**src/rtl/mavg_pkg.sv**
```systemverilog
// Shared helpers for the cascaded moving-average smoothing filter.
// Holds the width helper, signed saturation and legal parameter ranges.
package mavg_pkg;

  localparam int unsigned Log2lMin = 1;
  localparam int unsigned Log2lMax = 5;
  localparam int unsigned NMin     = 1;
  localparam int unsigned NMax     = 4;

  // Width of the running sum after k sections (each section adds log2l bits of growth).
  function automatic int unsigned sum_w(input int unsigned w, input int unsigned k,
                                        input int unsigned log2l);
    return w + k * log2l;
  endfunction

  function automatic logic signed [63:0] sat(input logic signed [63:0] value,
                                             input int unsigned w);
    logic signed [63:0] hi;
    logic signed [63:0] lo;
    hi = (64'sd1 <<< (w - 1)) - 64'sd1;
    lo = -(64'sd1 <<< (w - 1));
    if (value > hi) begin
      return hi;
    end else if (value < lo) begin
      return lo;
    end
    return value;
  endfunction

endpackage

```
**src/rtl/mavg_stage.sv**
```systemverilog
// One recursive running-sum section: s <= s + x - x[n-L], with an L-entry circular delay line.
// The write pointer is supplied by the parent so all sections stay aligned.
module mavg_stage
  import mavg_pkg::*;
#(
  parameter int unsigned Iw    = 10,
  parameter int unsigned Log2l = 2,
  localparam int unsigned Sw   = sum_w(Iw, 1, Log2l)
) (
  input  logic                 clk,
  input  logic                 rst,
  input  logic                 clr,
  input  logic                 en,
  input  logic [Log2l-1:0]     wr_ptr,
  input  logic signed [Iw-1:0] x,
  output logic signed [Sw-1:0] s
);

  localparam int L = 1 << Log2l;

  logic signed [Iw-1:0] dl_q [L];
  logic signed [Iw-1:0] dl_d [L];
  logic signed [Sw-1:0] s_q, s_d;

  // The slot under the write pointer holds the sample from L strobes ago.
  always_comb begin
    dl_d = dl_q;
    s_d  = s_q;
    if (clr) begin
      for (int i = 0; i < L; i++) begin
        dl_d[i] = '0;
      end
      s_d = '0;
    end else if (en) begin
      s_d            = s_q + Sw'(x) - Sw'(dl_q[wr_ptr]);
      dl_d[wr_ptr]   = x;
    end
  end

  always_ff @(posedge clk or posedge rst) begin
    if (rst) begin
      s_q <= '0;
      for (int i = 0; i < L; i++) begin
        dl_q[i] <= '0;
      end
    end else begin
      s_q  <= s_d;
      dl_q <= dl_d;
    end
  end

  assign s = s_q;

endmodule

```
**src/rtl/mavg_interp.sv**
```systemverilog
// Cascaded moving-average image-rejection filter for a zero-stuffed/held sample stream.
// N full-precision running-sum sections followed by a shift, saturate and output register.
module mavg_interp
  import mavg_pkg::*;
#(
  parameter int unsigned W     = 10,
  parameter int unsigned LOG2L = 2,
  parameter int unsigned N     = 2,
  parameter int unsigned GSH   = 0
) (
  input  logic                clk,
  input  logic                rst,
  input  logic                en,
  input  logic                clr,
  input  logic signed [W-1:0] in,
  output logic signed [W-1:0] out,
  output logic                valid
);

  localparam int unsigned L    = 1 << LOG2L;
  localparam int unsigned NL   = N * L;
  localparam int unsigned CntW = $clog2(NL + 1);
  localparam int unsigned SwN  = sum_w(W, N, LOG2L);
  localparam int unsigned Sh   = N * LOG2L - GSH;

  if (LOG2L < Log2lMin || LOG2L > Log2lMax) begin : gen_bad_log2l
    $error("mavg_interp: LOG2L out of range");
  end
  if (N < NMin || N > NMax) begin : gen_bad_n
    $error("mavg_interp: N out of range");
  end
  if (GSH > LOG2L * N) begin : gen_bad_gsh
    $error("mavg_interp: GSH out of range");
  end

  logic [LOG2L-1:0]    wr_ptr_q, wr_ptr_d;
  logic [CntW-1:0]     cnt_q, cnt_d;
  logic signed [W-1:0] out_q, out_d;
  logic signed [SwN-1:0] s_n;
  logic signed [SwN-1:0] t;

  for (genvar k = 0; k < N; k++) begin : gen_stage
    localparam int unsigned Iw = sum_w(W, k, LOG2L);
    logic signed [Iw-1:0]       x_k;
    logic signed [Iw+LOG2L-1:0] s_k;

    if (k == 0) begin : gen_first
      assign x_k = in;
    end else begin : gen_chain
      assign x_k = gen_stage[k-1].s_k;
    end

    mavg_stage #(
      .Iw    (Iw),
      .Log2l (LOG2L)
    ) u_stage (
      .clk    (clk),
      .rst    (rst),
      .clr    (clr),
      .en     (en),
      .wr_ptr (wr_ptr_q),
      .x      (x_k),
      .s      (s_k)
    );
  end

  assign s_n   = gen_stage[N-1].s_k;
  assign valid = (cnt_q == CntW'(NL));

  always_comb begin
    wr_ptr_d = wr_ptr_q;
    cnt_d    = cnt_q;
    out_d    = out_q;
    t        = s_n >>> Sh;
    if (clr) begin
      wr_ptr_d = '0;
      cnt_d    = '0;
      out_d    = '0;
    end else if (en) begin
      wr_ptr_d = wr_ptr_q + LOG2L'(1);
      if (!valid) begin
        cnt_d = cnt_q + CntW'(1);
      end
      out_d = W'(sat(64'(t), W));
    end
  end

  always_ff @(posedge clk or posedge rst) begin
    if (rst) begin
      wr_ptr_q <= '0;
      cnt_q    <= '0;
      out_q    <= '0;
    end else begin
      wr_ptr_q <= wr_ptr_d;
      cnt_q    <= cnt_d;
      out_q    <= out_d;
    end
  end

  assign out = out_q;

endmodule

```
**config.mk**
```make
export PLATFORM = sky130hd
export DESIGN_NAME = mavg_interp
export DESIGN_NICKNAME = d
export VERILOG_FILES = /design/src/rtl/mavg_pkg.sv /design/src/rtl/mavg_stage.sv /design/src/rtl/mavg_interp.sv
export SDC_FILE = /design/constraint.sdc
export NUM_CORES = 1
export LEC_CHECK = 0
export ABC_CLOCK_PERIOD_IN_PS = 5800
export BUFFER_PORTS_ARGS = -buffer_cell sky130_fd_sc_hd__buf_4
export CORE_AREA = 3 3 123 101
export DETAILED_ROUTE_END_ITERATION = 16
export DIE_AREA = 0 0 126 104
export PLACE_DENSITY = 0.92
export SKIP_LAST_GASP = 1
export SLEW_MARGIN = 30
export SYNTH_ARGS = -nofsm -noshare
export SYNTH_HDL_FRONTEND = slang
export SYNTH_SLANG_ARGS = --single-unit
```
**constraint.sdc**
```tcl
create_clock -name clk -period 5.8 [get_ports clk]
set_input_delay 0.58 -clock clk [delete_from_list [all_inputs] [get_ports clk]]
set_output_delay 0.58 -clock clk [all_outputs]
set_load 0.05 [all_outputs]
```
Word level (Yosys, flattened, before mapping)
Cells that the tools add are included.
{ "word_totals": {"reg_bits": 130, "out_inout_bits": 11, "input_bits": 14, "word_cells": 63} }
{ "op_classes": {"mux": 34, "n_lt_le_gt_ge": 4, "bitwise": 1, "n_eq_ne": 2, "n_reduce_logical": 3, "add_sub_neg": 6} }
{ "ops": {"columns": ["op", "n"], "rows": [
  ["two-way mux 48 bit", 2],
  ["two-way mux 10 bit", 8],
  ["two-way mux 40 bit", 2],
  ["two-way mux 12 bit", 5],
  ["bitwise mux 48 bit", 1],
  ["bitwise mux 40 bit", 1],
  ["two-way mux 14 bit", 2],
  ["binary-select mux 12 bit (select 2 bit)", 1],
  ["demux 12 bit (select 2 bit)", 1],
  ["binary-select mux 10 bit (select 2 bit)", 1],
  ["demux 10 bit (select 2 bit)", 1],
  ["adder 14 x 12 -> 14 bit", 1],
  ["subtractor 14 x 12 -> 14 bit", 1],
  ["adder 12 x 10 -> 12 bit", 1],
  ["two-way mux 4 bit", 3],
  ["subtractor 12 x 10 -> 12 bit", 1],
  ["> comparator 10 bit (second input constant)", 1],
  ["< comparator 10 bit (second input constant)", 1],
  ["adder 4 x 1 -> 4 bit (second input constant)", 1],
  ["== test 4 bit (second input constant)", 1],
  ["two-way mux 1 bit", 4],
  ["two-way mux 2 bit", 2],
  ["greater-or-equal comparator 3 bit (second input constant)", 1],
  ["< comparator 3 x 1 -> 1 bit (second input constant)", 1],
  ["6 further kinds", 6]
]} }

Depth between registers and ports, before layout
Gate-level depths: netlist of the first run.
{ "depth": {"ltp_word": 8, "mapped_depth": 14, "mapped_depth_nobuf": 13} }

By module
A second synthesis of the first run with hierarchy kept.
{ "hier_totals": {"cells_unflattened": 821, "hier_area_um2": 7823.8} }
{ "by_module_without_submodules": {"columns": ["module", "seq_area_each_um2", "cells_per_inst", "area_per_inst_um2", "n_inst"], "rows": [
  ["mavg_stage (gen_stage[1].u_stage)", 1551.5, 410, 3849.9, 1],
  ["mavg_stage (gen_stage[0].u_stage)", 1301.2, 345, 3248.1, 1],
  ["mavg_interp", 400.4, 66, 725.7, 1]
]} }

Least setup slack after synthesis of the first run
Ideal clock, no wire load.
{ "synth_timing": {"kind": "flip-flop to flip-flop", "startpoint": "register wr_ptr_q[0]", "endpoint": "register gen_stage[1].u_stage.s_q[12]", "path_stages_with_launch": 14, "slack_ns": 2.094, "path_buffers": 2, "arrival_time_ns": 3.585, "required_ns": 5.679, "synth_period_minus_slack_ns": 3.706, "setup_ns": 0.121, "cell_sequence": "dfrtp_1 -> clkbuf_1 -> buf_2 -> mux4_2 -> fa_1 -> inv_1 -> fa_1 -> a211oi_1 -> o21a_1 -> o21bai_1 -> nand2_1 -> o21ai_0 -> xor2_1 -> a22o_1"} }
{ "synth_between": {"elab_chain_cells": 7} }
{ "synth_rtl": {"columns": ["element", "line", "source"], "rows": [
  ["start: declaration", "mavg_interp.sv:36", "logic [LOG2L-1:0] wr_ptr_q, wr_ptr_d;"],
  ["start signal: assignment", "mavg_interp.sv:94", "wr_ptr_q <= wr_ptr_d;"],
  ["inverter 2 -> 3 bit (implied by the code)", "mavg_stage.sv:35", "s_d = s_q + Sw'(x) - Sw'(dl_q[wr_ptr]);"],
  ["binary-select mux 12 bit (select 2 bit)", "mavg_stage.sv:35", null],
  ["two-way mux 12 bit (implied by the code) (2 in series)", "mavg_stage.sv:35", null],
  ["subtractor 14 x 12 -> 14 bit", "mavg_stage.sv:35", null],
  ["two-way mux 14 bit", "mavg_stage.sv:34", "end else if (en) begin"],
  ["two-way mux 14 bit", "mavg_stage.sv:29", "if (clr) begin"],
  ["end signal: assignment", "mavg_stage.sv:42", "s_q <= '0;"],
  ["end signal: assignment", "mavg_stage.sv:47", "s_q <= s_d;"],
  ["end: declaration", "mavg_stage.sv:23", "logic signed [Sw-1:0] s_q, s_d;"]
]} }
Every way passes these cells. The select of a mux whose other input is x is not followed.
A chain may end at the register's enable or synchronous reset.

Worst setup path in the final report of the first run
Ends and elaborated chain as after synthesis.

==> impl_metrics.prom, run 1 <==
# TYPE chip_impl_metric gauge
chip_impl_info{name="outcome",value="finished, final reports clean"} 1
chip_impl_metric{name="die_height",unit="um"} 104
chip_impl_info{name="r2r-start",value="wr_ptr_q[0]"} 1
chip_impl_info{name="post_synth_main_area_contributors",value="sky130_fd_sc_hd__dfrtp_1 (44%), sky130_fd_sc_hd__mux4_2 (6.7%), sky130_fd_sc_hd__fa_1 (6.5%)"} 1
chip_impl_metric{name="routabilityCongestion",unit=""} 0.961
chip_impl_metric{name="gr-usage-met2",unit="%"} 49.6
chip_impl_metric{name="final.fill_count",unit=""} 705
chip_impl_metric{name="achievable-frequency",unit="MHz"} 235
chip_impl_metric{name="post_synth_fa_ha_maj_area_fraction",unit="%"} 12.2
chip_impl_metric{name="timing.final.crit_share",unit="%"} 73.3
chip_impl_metric{name="cts-root-to-sink-buffers",unit=""} 2
chip_impl_metric{name="timing.final.max_slew_violations",unit=""} 0
chip_impl_metric{name="post_cts.repair.setup_buffers",unit=""} 0
chip_impl_metric{name="clock_latency_of_the_later_clocked_register_in_the_worst_skew_pair",unit="ps"} 420
chip_impl_metric{name="vdd_drop_max",unit="uV"} 333
chip_impl_info{name="synth.most_common_cell",value="sky130_fd_sc_hd__dfrtp_1"} 1
chip_impl_metric{name="worst_slew_margin_rel",unit="%"} 31.8
chip_impl_metric{name="async_flop_share",unit="%"} 100
chip_impl_metric{name="cpPeakStageDelay",unit="ps"} 680
chip_impl_metric{name="gr-total-overflow",unit=""} 0
chip_impl_metric{name="post_drt_via_cell_ratio",unit=""} 6.58
chip_impl_metric{name="ys.warnings.count",unit=""} 0
chip_impl_metric{name="buffers_on_ports",unit=""} 24
chip_impl_metric{name="multiInputGateArea",unit="um^2"} 3670
chip_impl_metric{name="post-place-cells",unit=""} 869
chip_impl_metric{name="fp-row-count",unit=""} 35
chip_impl_info{name="main_combinational_cell_family_by_area_after_synthesis",value="compound AO/OA/AOI/OAI gates"} 1
chip_impl_metric{name="layout.area.seq",unit="um^2"} 3250
chip_impl_info{name="slowest_cell_on_the_critical_path",value="sky130_fd_sc_hd__dfrtp_1"} 1
chip_impl_metric{name="area_overhead_of_the_layout_relative_to_synthesis",unit="%"} 10.7
chip_impl_metric{name="ctsHoldBuffers",unit=""} 0
chip_impl_metric{name="cell_internal_power",unit="mW"} 2.41
chip_impl_metric{name="route.detailed.drc",unit=""} 0
chip_impl_metric{name="synth-edff-count",unit=""} 0
chip_impl_info{name="critPathLaunch",value="wr_ptr_q[0]"} 1
chip_impl_metric{name="worstPathMaxFanout",unit=""} 10
chip_impl_metric{name="p_per_area",unit="nW/um^2"} 493
chip_impl_metric{name="dp.final_hpwl",unit="um"} 11900
chip_impl_metric{name="mapped_cell_area",unit="um^2"} 7430
chip_impl_metric{name="die_w",unit="um"} 126
chip_impl_metric{name="cts-buffers-inserted",unit=""} 17
chip_impl_metric{name="power_switching",unit="mW"} 1.65
chip_impl_metric{name="cp.arrival",unit="ps"} 4560
chip_impl_metric{name="synthCells",unit=""} 728
chip_impl_info{name="root_buffer",value="sky130_fd_sc_hd__clkbuf_16"} 1
chip_impl_metric{name="synth.lib_cells_used.distinct",unit=""} 45
chip_impl_metric{name="comb_power_share",unit="%"} 48.0
chip_impl_metric{name="placedInstanceArea",unit="um^2"} 7690
chip_impl_info{name="critPathKind",value="reg -> reg"} 1
chip_impl_metric{name="drt-wirelength-per-cell",unit="um"} 21.5
chip_impl_metric{name="timing.final.setup_violations",unit=""} 0
chip_impl_metric{name="first_global_vias",unit=""} 6247
chip_impl_metric{name="routed-via-count",unit=""} 5915
chip_impl_metric{name="postCtsResizedCells",unit=""} 0
chip_impl_metric{name="drtPass1Iterations",unit=""} 5
chip_impl_info{name="endpoint_kind",value="flip-flop"} 1
chip_impl_metric{name="totalWireLength",unit="um"} 19300
chip_impl_info{name="global_route.peak_usage_layer",value="met2"} 1
chip_impl_metric{name="fin_skew",unit="ps"} 6.75
chip_impl_metric{name="final_cell_area",unit="um^2"} 8230
chip_impl_info{name="critical-path-top-cell-by-count",value="sky130_fd_sc_hd__fa_1"} 1
chip_impl_info{name="hold_path.class",value="in -> async"} 1
chip_impl_metric{name="ant_nets",unit=""} 0
chip_impl_metric{name="cp_data_required_time",unit="ps"} 6110
chip_impl_metric{name="grt.total_usage",unit="%"} 31.1
chip_impl_metric{name="worst-slew-pin-transition",unit="ps"} 1020
chip_impl_metric{name="synthesis.area_per_instance",unit="um^2"} 10.2
chip_impl_info{name="grt_setup_unrepaired",value="no"} 1
chip_impl_metric{name="finalNonFillerCells",unit=""} 899
chip_impl_metric{name="insertedDiodeCount",unit=""} 0
chip_impl_metric{name="hold_viol_final",unit=""} 0
chip_impl_metric{name="cts.sink_count",unit=""} 130
chip_impl_metric{name="synth.area.mux_share",unit="%"} 10.1
chip_impl_metric{name="global_route_wire_length_before_repair",unit="um"} 32100
chip_impl_metric{name="cts.htree.levels",unit=""} 4
chip_impl_info{name="dominantRegCellSynth",value="sky130_fd_sc_hd__dfrtp_1"} 1
chip_impl_metric{name="layout-drive-gt1-share",unit="%"} 11.7
chip_impl_metric{name="globalRouteMet3Util",unit="%"} 8.62
chip_impl_metric{name="grt_util_met1",unit="%"} 38.5
chip_impl_info{name="synthDominantAreaCellType",value="sky130_fd_sc_hd__dfrtp_1"} 1
chip_impl_metric{name="post-place-ws",unit="ps"} 1770
chip_impl_metric{name="boundaryPins",unit=""} 25
chip_impl_metric{name="initial_utilization",unit="%"} 65.3
chip_impl_metric{name="final_nets",unit=""} 812
chip_impl_metric{name="synth_xor_area_share",unit="%"} 2.59
chip_impl_metric{name="finalCriticalPeriod",unit="ps"} 4250
chip_impl_metric{name="grt_start_max_net_pins",unit=""} 91
chip_impl_metric{name="power.share.sequential",unit="%"} 27.7
chip_impl_metric{name="final_critical_path_setup_slack",unit="ps"} 1550
chip_impl_metric{name="die_area",unit="um^2"} 13100
chip_impl_metric{name="share_clk_of_total_power",unit="%"} 24.3
chip_impl_metric{name="tns",unit="ps"} 0
chip_impl_metric{name="postSynthNetCount",unit=""} 800
chip_impl_info{name="critical_path.cell_chain",value="buf_4 > mux4_2 > fa_1 > inv_1 > fa_1 > a211oi_1 > o21a_1 > o21bai_1 > nand2_1 > o21ai_0 > xor2_1 > a22o_1"} 1
chip_impl_info{name="crit_path_start_kind",value="flip-flop"} 1
chip_impl_metric{name="max_cap_violations",unit=""} 0
chip_impl_info{name="clock_tree_from_tritoncts",value="yes"} 1
chip_impl_metric{name="synth-seq-area-share",unit="%"} 43.8
chip_impl_metric{name="synth-simple-area-share",unit="%"} 9.93
chip_impl_info{name="synth_top_cells_by_count",value="sky130_fd_sc_hd__dfrtp_1 (130), sky130_fd_sc_hd__nand2_1 (101), sky130_fd_sc_hd__inv_1 (92)"} 1
chip_impl_metric{name="synth_compound_gate_area_share",unit="%"} 14.3
chip_impl_metric{name="swShare",unit="%"} 40.7
chip_impl_metric{name="grt_antenna_before_repair",unit=""} 0
chip_impl_metric{name="synthDominantCellAreaShare",unit="%"} 43.8
chip_impl_metric{name="ys_seq_elements",unit=""} 130
chip_impl_metric{name="placeableCoreArea",unit="um^2"} 11400
chip_impl_metric{name="power.static_leakage",unit="nW"} 3.94
chip_impl_metric{name="first_iter_violations",unit=""} 539
chip_impl_metric{name="worst_setup_hold_path_clk_slew",unit="ps"} 50
-- cell type report --
class,count,share of cell area (%)
clock buffers,23,5.69
clock inverters,7,0.730
inverters,92,4.23
multi-input cells,468,44.6
flip-flops and latches,130,39.5
well taps,148,2.25
repair buffers,31,2.92
-- power by group through the flow --
stage               Sequential (mW)  Combinational, mW  Clock (mW)
CTS                            1.12               1.91       0.980
floorplan                      1.11               1.45           0
finish                         1.12               1.95       0.985
global route                   1.13               2.17        1.02
global placement               1.12               1.72           0
detailed placement             1.13               1.84           0
-- kinds of logic (layout without fill, tap and decap cells) --
| group | after synthesis | in the layout |
|---|---|---|
| XOR/XNOR | 22 | 22 |
| adder cells (fa/ha/maj) | 58 | 58 |
| buffers and inverters | 130 | 153 |
| flip-flops | 130 | 130 |
| AND/OR/NAND/NOR | 180 | 180 |
| AO/OA/AOI/OAI | 161 | 161 |
| multiplexers | 47 | 47 |
-- per-layer routing --
layer | up-vias | wire length, um | share of wire (%)
met1 | 2927 | 7130 | 37
met5 | - | 0 | 0
li1 | 2480 | - | -
met4 | 0 | 969 | 5.0
met2 | 404 | 9560 | 49
met3 | 104 | 1690 | 8.7
-- sequential cells by signal (all words and copies together) (netlist names) --
| signal | cells |
|---|---|
| out | 10 |
| gen_stage.u_stage.dl_q | 88 |
| wr_ptr_q | 2 |
| gen_stage.u_stage.s | 26 |
| cnt_q | 4 |
-- worst paths after layout --
kind                                                  to  depth (start not counted)  slack (ps)
max                           gen_stage[1].u_stage.s[12]                         12        1550
max reg2reg                   gen_stage[1].u_stage.s[12]                         12        1550
max in group asynchronous  gen_stage[1].u_stage.dl_q[10]                          3        4410
min reg2reg                gen_stage[1].u_stage.dl_q[10]                          1         500
min in group clk            gen_stage[0].u_stage.dl_q[5]                          2         420
min                        gen_stage[0].u_stage.dl_q[30]                          2         260
-- critical path: cells and delay by family (launching register included) --
kind / cells / cell delay (ps)
flip-flops: 1 / 680
AND/OR/NAND/NOR: 1 / 110
AO/OA/AOI/OAI: 5 / 1120
multiplexers: 1 / 550
XOR/XNOR: 1 / 160
buffers and inverters: 2 / 460
adder cells (fa/ha/maj): 2 / 1050
-- cells in the final DEF (no fill, tap or decap), drive strengths merged, types with 6 or more instances in the layout --
| cell type | instances |
|---|---|
| dfrtp | 130 |
| nand2 | 101 |
| inv | 92 |
| a21oi | 68 |
| nor2 | 54 |
| a22o | 49 |
| ha | 34 |
| buf | 31 |
| fa | 24 |
| mux2i | 23 |
| clkbuf | 23 |
| mux4 | 22 |
| o21ai | 18 |
| xnor2 | 16 |
| a211oi | 6 |
| a21o | 6 |
| xor2 | 6 |
| clkinv | 6 |
-- metrics by stage --
stage / hold slack, ps / power (mW) / utilization, %
finish: 263 / 4.06 / 72.3
global route: 309 / 4.33 / 72.3
CTS: 274 / 4.01 / 72.2
detailed placement: 491 / 2.97 / 67.5
global placement: 483 / 2.84 / 67.4
floorplan: 468 / 2.56 / -
Power figures use the tool's default switching activity.
==> run 2, diff against run 1 <==
ABC_CLOCK_PERIOD_IN_PS = 4210   (was 5800)
CORE_AREA = 3 3 126 104   (was 3 3 123 101)
DIE_AREA = 0 0 129 107   (was 0 0 126 104)
PLACE_DENSITY = 0.88   (was 0.92)
clock period = 4.21 ns   (was 5.8 ns; I/O delays follow)
==> impl_metrics.prom, run 2 (synthesis gave the netlist of run 1 again) <==
# TYPE chip_impl_metric gauge
chip_impl_metric{name="insertedDiodeCount",unit=""} 0
chip_impl_metric{name="worst_setup_hold_path_clk_slew",unit="ps"} 60
chip_impl_metric{name="r2r_slack",unit="ps"} 480
chip_impl_metric{name="finalCriticalPeriod",unit="ps"} 3730
chip_impl_metric{name="tns",unit="ps"} 0
chip_impl_info{name="final_cell_mix",value="sky130_fd_sc_hd__dfrtp_1 (130), sky130_fd_sc_hd__nand2_1 (101), sky130_fd_sc_hd__inv_1 (91)"} 1
chip_impl_metric{name="max_cap_violations",unit=""} 0
chip_impl_info{name="critPathLaunch",value="wr_ptr_q[0]"} 1
chip_impl_metric{name="fp-row-count",unit=""} 36
chip_impl_info{name="crit_path_start_kind",value="flip-flop"} 1
chip_impl_metric{name="achievable-frequency",unit="MHz"} 268
chip_impl_metric{name="post-place-ws",unit="ps"} 562
chip_impl_info{name="clock_tree_from_tritoncts",value="yes"} 1
chip_impl_metric{name="share_clk_of_total_power",unit="%"} 28.0
chip_impl_metric{name="reg2regPathDepth",unit=""} 12
chip_impl_metric{name="initial_utilization",unit="%"} 62.1
chip_impl_metric{name="multiInputGateArea",unit="um^2"} 3650
chip_impl_metric{name="routed-via-count",unit=""} 5622
chip_impl_metric{name="largest_register_ffs",unit=""} 88
chip_impl_metric{name="layout.area.seq",unit="um^2"} 3250
chip_impl_metric{name="final_critical_path_setup_slack",unit="ps"} 479
chip_impl_info{name="grt_setup_unrepaired",value="no"} 1
chip_impl_info{name="hold_path.class",value="in -> async"} 1
chip_impl_metric{name="die_w",unit="um"} 129
chip_impl_metric{name="grt.total_usage",unit="%"} 28.4
chip_impl_metric{name="worstPathMaxFanout",unit=""} 25
chip_impl_metric{name="placeableCoreArea",unit="um^2"} 12000
chip_impl_metric{name="layout-drive-gt1-share",unit="%"} 12.0
chip_impl_metric{name="power.static_leakage",unit="nW"} 4.00
chip_impl_metric{name="buffers_on_ports",unit=""} 24
chip_impl_metric{name="worst_slew_margin_rel",unit="%"} 30.1
chip_impl_info{name="rr_endpoint",value="gen_stage[1].u_stage.s[12]"} 1
chip_impl_metric{name="die_area",unit="um^2"} 13800
chip_impl_metric{name="swShare",unit="%"} 38.0
chip_impl_info{name="crit_path_end",value="gen_stage[1].u_stage.s[12]"} 1
chip_impl_metric{name="vdd_drop_max",unit="uV"} 363
chip_impl_info{name="critPathKind",value="reg -> reg"} 1
chip_impl_metric{name="post_drt_via_cell_ratio",unit=""} 6.19
chip_impl_metric{name="worst-slew-pin-transition",unit="ps"} 1050
chip_impl_metric{name="drtPass1Iterations",unit=""} 5
chip_impl_metric{name="ant_nets",unit=""} 0
chip_impl_info{name="root_buffer",value="sky130_fd_sc_hd__clkbuf_16"} 1
chip_impl_metric{name="clock_latency_of_the_later_clocked_register_in_the_worst_skew_pair",unit="ps"} 430
chip_impl_metric{name="totalWireLength",unit="um"} 18000
chip_impl_metric{name="die_height",unit="um"} 107
chip_impl_metric{name="area_overhead_of_the_layout_relative_to_synthesis",unit="%"} 12.5
chip_impl_info{name="r2r-start",value="wr_ptr_q[0]"} 1
chip_impl_info{name="endpoint_kind",value="flip-flop"} 1
chip_impl_metric{name="dp.final_hpwl",unit="um"} 11300
chip_impl_metric{name="cts-buffers-inserted",unit=""} 17
chip_impl_metric{name="gr-total-overflow",unit=""} 0
chip_impl_metric{name="timing.final.crit_share",unit="%"} 88.6
chip_impl_metric{name="cell_internal_power",unit="mW"} 3.55
chip_impl_metric{name="timing.final.setup_violations",unit=""} 0
chip_impl_metric{name="hold_viol_final",unit=""} 0
chip_impl_metric{name="cp_data_required_time",unit="ps"} 4520
chip_impl_metric{name="comb_power_share",unit="%"} 45.2
chip_impl_metric{name="ctsHoldBuffers",unit=""} 0
chip_impl_metric{name="fin_skew",unit="ps"} 10.0
chip_impl_metric{name="drt-wirelength-per-cell",unit="um"} 19.8
chip_impl_info{name="layout.cells.most_common",value="sky130_fd_sc_hd__dfrtp_1"} 1
chip_impl_metric{name="first_iter_violations",unit=""} 430
chip_impl_metric{name="route.detailed.drc",unit=""} 0
chip_impl_metric{name="power_switching",unit="mW"} 2.17
chip_impl_info{name="outcome",value="finished, final reports clean"} 1
chip_impl_metric{name="boundaryPins",unit=""} 25
chip_impl_metric{name="cts.htree.levels",unit=""} 4
chip_impl_metric{name="cts.sink_count",unit=""} 130
chip_impl_metric{name="routabilityCongestion",unit=""} 0.863
chip_impl_metric{name="final_nets",unit=""} 815
chip_impl_metric{name="postCtsResizedCells",unit=""} 0
chip_impl_metric{name="cts-root-to-sink-buffers",unit=""} 2
chip_impl_metric{name="timing.final.max_slew_violations",unit=""} 0
chip_impl_metric{name="p_per_area",unit="nW/um^2"} 684
chip_impl_info{name="largest-register",value="gen_stage.u_stage.dl_q"} 1
chip_impl_metric{name="power.share.sequential",unit="%"} 26.7
chip_impl_metric{name="post_cts.repair.setup_buffers",unit=""} 0
chip_impl_metric{name="grt_antenna_before_repair",unit=""} 0
chip_impl_metric{name="global_route_wire_length_before_repair",unit="um"} 30100
chip_impl_metric{name="cp.arrival",unit="ps"} 4040
chip_impl_metric{name="final.fill_count",unit=""} 781
chip_impl_metric{name="grt_start_max_net_pins",unit=""} 65
chip_impl_metric{name="first_global_vias",unit=""} 6022
==> run 2: cell types whose count changed in the layout (fill, tap and decap cells not counted), sizes merged <==
cell / previous run / this run
clkbuf: 23 / 22
bufinv: 1 / 5
buf: 31 / 34
clkinvlp: 0 / 1
clkinv: 6 / 4
==> run 2: cell type report <==
class	instances	area share, %
clock buffer	22	5.43
multi-input combinational	468	43.7
sequential	130	38.9
clock inverter	10	2.17
timing repair buffer	34	3.35
tap	152	2.27
inverter	92	4.16
==> run 2: how the worst min path moves through the flow <==
stage                                        startpoint                             to  slack [ps]
after floorplan            gen_stage[0].u_stage.dl_q[0]   gen_stage[0].u_stage.dl_q[0]         470
after global placement     gen_stage[0].u_stage.dl_q[0]   gen_stage[0].u_stage.dl_q[0]         480
after detailed placement  gen_stage[1].u_stage.dl_q[30]  gen_stage[1].u_stage.dl_q[30]         490
after CTS                                           rst   gen_stage[0].u_stage.dl_q[1]         170
after global routing                                rst  gen_stage[0].u_stage.dl_q[12]         210
final                                               rst   gen_stage[0].u_stage.dl_q[3]         140
==> run 2: per-stage QoR <==
| step | utilization [%] | instance area [um^2] | hold slack [ps] | cells | power [mW] |
|---|---|---|---|---|---|
| after floorplan | - | 7430 | 468 | 728 | 3.52 |
| after global placement | 64.5 | 7720 | 483 | 876 | 3.93 |
| after detailed placement | 64.5 | 7730 | 487 | 876 | 4.04 |
| after CTS | 69.8 | 8360 | 169 | 908 | 5.70 |
| after global routing | 69.8 | 8360 | 207 | 908 | 6.12 |
| final | 69.8 | 8360 | 145 | 908 | 5.72 |
==> run 2: power by group through the flow <==
stage	logic [mW]	registers, mW	clock network [mW]
2_1_floorplan	1.99	1.53	0
3_3_place_gp	2.40	1.53	0
3_5_place_dp	2.50	1.54	0
4_1_cts	2.56	1.52	1.61
5_1_grt	2.91	1.54	1.67
6_report	2.59	1.53	1.60
==> run 2: layer usage <==
layer | wire length, um | vias up | track usage (%)
met2 | 8920 | 266 | 45.5
met4 | 634 | 0 | 12.6
met3 | 1440 | 60 | 8.27
met5 | 0 | - | 0
met1 | 7000 | 2808 | 35.9
li1 | - | 2488 | -
==> run 2: worst max-delay path, cell delays in order (launching register included) <==
cell and delay (ps):
sky130_fd_sc_hd__dfrtp_1 430, sky130_fd_sc_hd__buf_12 250, sky130_fd_sc_hd__mux4_2 550, sky130_fd_sc_hd__fa_1 510, sky130_fd_sc_hd__inv_1 70, sky130_fd_sc_hd__fa_1 490
sky130_fd_sc_hd__a211oi_1 420, sky130_fd_sc_hd__o21a_1 240, sky130_fd_sc_hd__o21bai_1 90, sky130_fd_sc_hd__nand2_1 90, sky130_fd_sc_hd__o21ai_0 100, sky130_fd_sc_hd__xor2_1 160
sky130_fd_sc_hd__a22o_1 180
==> run 3, diff against run 2 <==
CAP_MARGIN = 20   (was unset)
CORE_AREA = 3 3 116 118   (was 3 3 126 104)
DIE_AREA = 0 0 119 121   (was 0 0 129 107)
SYNTH_HIERARCHICAL = 1   (was unset)
==> impl_metrics.prom, run 3 <==
# TYPE chip_impl_metric gauge
chip_impl_metric{name="timing.final.max_slew_violations",unit=""} 0
chip_impl_info{name="critPathKind",value="reg -> reg"} 1
chip_impl_metric{name="hold_viol_final",unit=""} 0
chip_impl_metric{name="vdd_drop_max",unit="uV"} 386
chip_impl_metric{name="routabilityCongestion",unit=""} 0.854
chip_impl_metric{name="post-place-cells",unit=""} 982
chip_impl_metric{name="max_cap_violations",unit=""} 0
chip_impl_metric{name="postCtsResizedCells",unit=""} 0
chip_impl_metric{name="cp_data_required_time",unit="ps"} 4500
chip_impl_info{name="synth_top_cells_by_count",value="sky130_fd_sc_hd__dfrtp_1 (130), sky130_fd_sc_hd__nor2_1 (122), sky130_fd_sc_hd__inv_1 (103)"} 1
chip_impl_metric{name="first_iter_violations",unit=""} 402
chip_impl_info{name="hold_path.class",value="in -> async"} 1
chip_impl_metric{name="cts-buffers-inserted",unit=""} 17
chip_impl_metric{name="cpPeakStageDelay",unit="ps"} 570
chip_impl_metric{name="crit_cells",unit=""} 10
chip_impl_metric{name="dp.final_hpwl",unit="um"} 11100
chip_impl_metric{name="timing.final.setup_violations",unit=""} 0
chip_impl_metric{name="drt-wirelength-per-cell",unit="um"} 16.2
chip_impl_metric{name="achievable-frequency",unit="MHz"} 273
chip_impl_metric{name="post_drt_via_cell_ratio",unit=""} 5.75
chip_impl_metric{name="final_nets",unit=""} 897
chip_impl_metric{name="gr-total-overflow",unit=""} 0
chip_impl_metric{name="cts.htree.levels",unit=""} 4
chip_impl_metric{name="insertedDiodeCount",unit=""} 0
chip_impl_metric{name="die_w",unit="um"} 119
chip_impl_metric{name="worstPathMaxFanout",unit=""} 23
chip_impl_info{name="slowest_cell_on_the_critical_path",value="sky130_fd_sc_hd__dfrtp_2"} 1
chip_impl_metric{name="synthesis.area_per_instance",unit="um^2"} 9.53
chip_impl_metric{name="totalWireLength",unit="um"} 16400
chip_impl_metric{name="grt_start_max_net_pins",unit=""} 56
chip_impl_metric{name="power.static_leakage",unit="nW"} 4.17
chip_impl_metric{name="tns",unit="ps"} 0
chip_impl_metric{name="grt_antenna_before_repair",unit=""} 0
chip_impl_info{name="clock_tree_from_tritoncts",value="yes"} 1
chip_impl_metric{name="async_flop_share",unit="%"} 100
chip_impl_info{name="final_cell_mix",value="sky130_fd_sc_hd__dfrtp_1 (129), sky130_fd_sc_hd__nor2_1 (122), sky130_fd_sc_hd__inv_1 (101)"} 1
chip_impl_metric{name="synthCells",unit=""} 821
chip_impl_metric{name="first_global_vias",unit=""} 6089
chip_impl_metric{name="finalCriticalPeriod",unit="ps"} 3660
chip_impl_metric{name="cts-root-to-sink-buffers",unit=""} 2
chip_impl_info{name="layout.cells.most_common",value="sky130_fd_sc_hd__dfrtp_1"} 1
chip_impl_metric{name="timing.final.crit_share",unit="%"} 86.9
chip_impl_metric{name="synth.lib_cells_used.distinct",unit=""} 56
chip_impl_metric{name="ys_seq_elements",unit=""} 130
chip_impl_info{name="root_buffer",value="sky130_fd_sc_hd__clkbuf_16"} 1
chip_impl_info{name="dominantRegCellSynth",value="sky130_fd_sc_hd__dfrtp_1"} 1
chip_impl_metric{name="die_area",unit="um^2"} 14400
chip_impl_metric{name="ant_nets",unit=""} 0
chip_impl_metric{name="placeableCoreArea",unit="um^2"} 12600
chip_impl_metric{name="synth-seq-area-share",unit="%"} 41.6
chip_impl_metric{name="worst-slew-pin-transition",unit="ps"} 914
chip_impl_metric{name="routed-via-count",unit=""} 5826
chip_impl_metric{name="layout-drive-gt1-share",unit="%"} 12.7
chip_impl_metric{name="die_height",unit="um"} 121
chip_impl_metric{name="worst_setup_hold_path_clk_slew",unit="ps"} 60
chip_impl_metric{name="postSynthNetCount",unit=""} 889
chip_impl_metric{name="route.detailed.drc",unit=""} 0
chip_impl_metric{name="critical_path_buf_inv_count",unit=""} 2
chip_impl_metric{name="ctsHoldBuffers",unit=""} 0
chip_impl_metric{name="worst_slew_margin_rel",unit="%"} 38.9
chip_impl_metric{name="grt.total_usage",unit="%"} 24.7
chip_impl_metric{name="p_per_area",unit="nW/um^2"} 645
chip_impl_metric{name="final.fill_count",unit=""} 881
chip_impl_info{name="synthDominantAreaCellType",value="sky130_fd_sc_hd__dfrtp_1"} 1
chip_impl_metric{name="fin_skew",unit="ps"} 7.72
chip_impl_metric{name="cts.sink_count",unit=""} 130
chip_impl_metric{name="buffers_on_ports",unit=""} 24
chip_impl_metric{name="synthDominantCellAreaShare",unit="%"} 41.6
chip_impl_metric{name="r2r_slack",unit="ps"} 550
chip_impl_info{name="largest-register",value="gen_stage.u_stage/dl_q"} 1
chip_impl_metric{name="reg2regPathDepth",unit=""} 10
chip_impl_info{name="synth.most_common_cell",value="sky130_fd_sc_hd__dfrtp_1"} 1
chip_impl_metric{name="post_cts.repair.setup_buffers",unit=""} 0
chip_impl_info{name="grt_setup_unrepaired",value="no"} 1
chip_impl_metric{name="finalNonFillerCells",unit=""} 1013
chip_impl_metric{name="ys.warnings.count",unit=""} 6
chip_impl_metric{name="synth-edff-count",unit=""} 0
chip_impl_info{name="crit_path_start_kind",value="flip-flop"} 1
chip_impl_metric{name="holdWs",unit="ps"} 52.8
chip_impl_info{name="critical-path-top-delay-family",value="adder cells"} 1
chip_impl_metric{name="area_overhead_of_the_layout_relative_to_synthesis",unit="%"} 12.5
chip_impl_metric{name="cp.arrival",unit="ps"} 3940
chip_impl_info{name="post_synth_main_area_contributors",value="sky130_fd_sc_hd__dfrtp_1 (42%), sky130_fd_sc_hd__mux4_2 (6.3%), sky130_fd_sc_hd__fa_1 (6.1%)"} 1
chip_impl_info{name="endpoint_kind",value="flip-flop"} 1
chip_impl_metric{name="largest_register_ffs",unit=""} 88
chip_impl_metric{name="boundaryPins",unit=""} 25
chip_impl_metric{name="mapped_cell_area",unit="um^2"} 7820
chip_impl_info{name="critical_path.cell_chain",value="buf_12 > mux4_2 > fa_1 > inv_1 > ha_1 > a211oi_2 > o21a_1 > o21ai_2 > nor4b_2 > or4_1"} 1
chip_impl_metric{name="initial_utilization",unit="%"} 62.2
chip_impl_metric{name="global_route_wire_length_before_repair",unit="um"} 28600
chip_impl_metric{name="fp-row-count",unit=""} 41
chip_impl_info{name="outcome",value="finished, final reports clean"} 1
chip_impl_metric{name="drtPass1Iterations",unit=""} 5
chip_impl_metric{name="clock_latency_of_the_later_clocked_register_in_the_worst_skew_pair",unit="ps"} 420
run 3: changes by cell type after synthesis, moves of 6 or more:
cell / delta
sky130_fd_sc_hd__a21oi_1: +15
sky130_fd_sc_hd__a22o_1: -47
sky130_fd_sc_hd__buf_2: +6
sky130_fd_sc_hd__inv_1: +11
sky130_fd_sc_hd__mux2i_1: +23
sky130_fd_sc_hd__nand2_1: -9
sky130_fd_sc_hd__nand3b_1: +6
sky130_fd_sc_hd__nor2_1: +68
sky130_fd_sc_hd__o21a_1: +6
sky130_fd_sc_hd__o21ai_0: -8
run 3: cell type report:
class / count / area (um^2) / area share [%]
well taps: 172 / 215 / 2.45
clock buffers: 22 / 494 / 5.62
inverters: 103 / 387 / 4.39
clock inverters: 9 / 175 / 1.99
repair buffers: 32 / 265 / 3.01
multi-input cells: 545 / 4010 / 45.6
flip-flops and latches: 130 / 3250 / 37.0
run 3: logic make-up (layout without fill, tap and decap cells):
group | count (synthesis) | after routing | share of synthesized area, %
xor+xnor | 16 | 16 | 1.79
buf+inv | 146 | 166 | 7.31
flops | 130 | 130 | 41.6
mux | 71 | 71 | 12.6
compound gates | 140 | 140 | 11.3
fa+ha+maj | 54 | 54 | 10.9
simple gates | 264 | 264 | 14.5
run 3: final timing paths:
kind | from | to
hold / removal | rst | gen_stage[1].u_stage/dl_q[44]
hold reg to reg | gen_stage[0].u_stage/dl_q[16] | gen_stage[0].u_stage/dl_q[16]
min in group clk | in[8] | gen_stage[0].u_stage/dl_q[8]
max in group asynchronous | rst | gen_stage[1].u_stage/dl_q[15]
setup / recovery | wr_ptr_q[0] | gen_stage[0].u_stage/s[9]
setup reg to reg | wr_ptr_q[0] | gen_stage[0].u_stage/s[9]
run 3: where the power goes:
group	switching (mW)	leakage (nW)	internal, mW
combinational	1.43	2.07	1.06
clock	0.536	0.324	1.12
sequential	0.149	1.78	1.38
total	2.12	4.17	3.56
run 3: per-stage QoR:
step / setup slack, ps / total power [mW] / instance area [um^2] / utilization, %
after global routing: 365 / 6.08 / 8800 / 70.0
after floorplan: 650 / 3.53 / 7820 / -
after global placement: 675 / 3.91 / 8130 / 64.6
after CTS: 545 / 5.68 / 8800 / 70.0
after detailed placement: 559 / 3.98 / 8130 / 64.7
final: 551 / 5.68 / 8800 / 70.0
run 3: routing by layer:
| metal | wire length (um) | GRT usage, % | vias up | share of wire (%) |
|---|---|---|---|---|
| met5 | 0 | 0 | - | 0 |
| met4 | 236 | 8.76 | 0 | 1.4 |
| met3 | 686 | 5.22 | 27 | 4.2 |
| met2 | 8640 | 42.4 | 172 | 53 |
| met1 | 6880 | 31.3 | 2895 | 42 |
| li1 | - | - | 2732 | - |
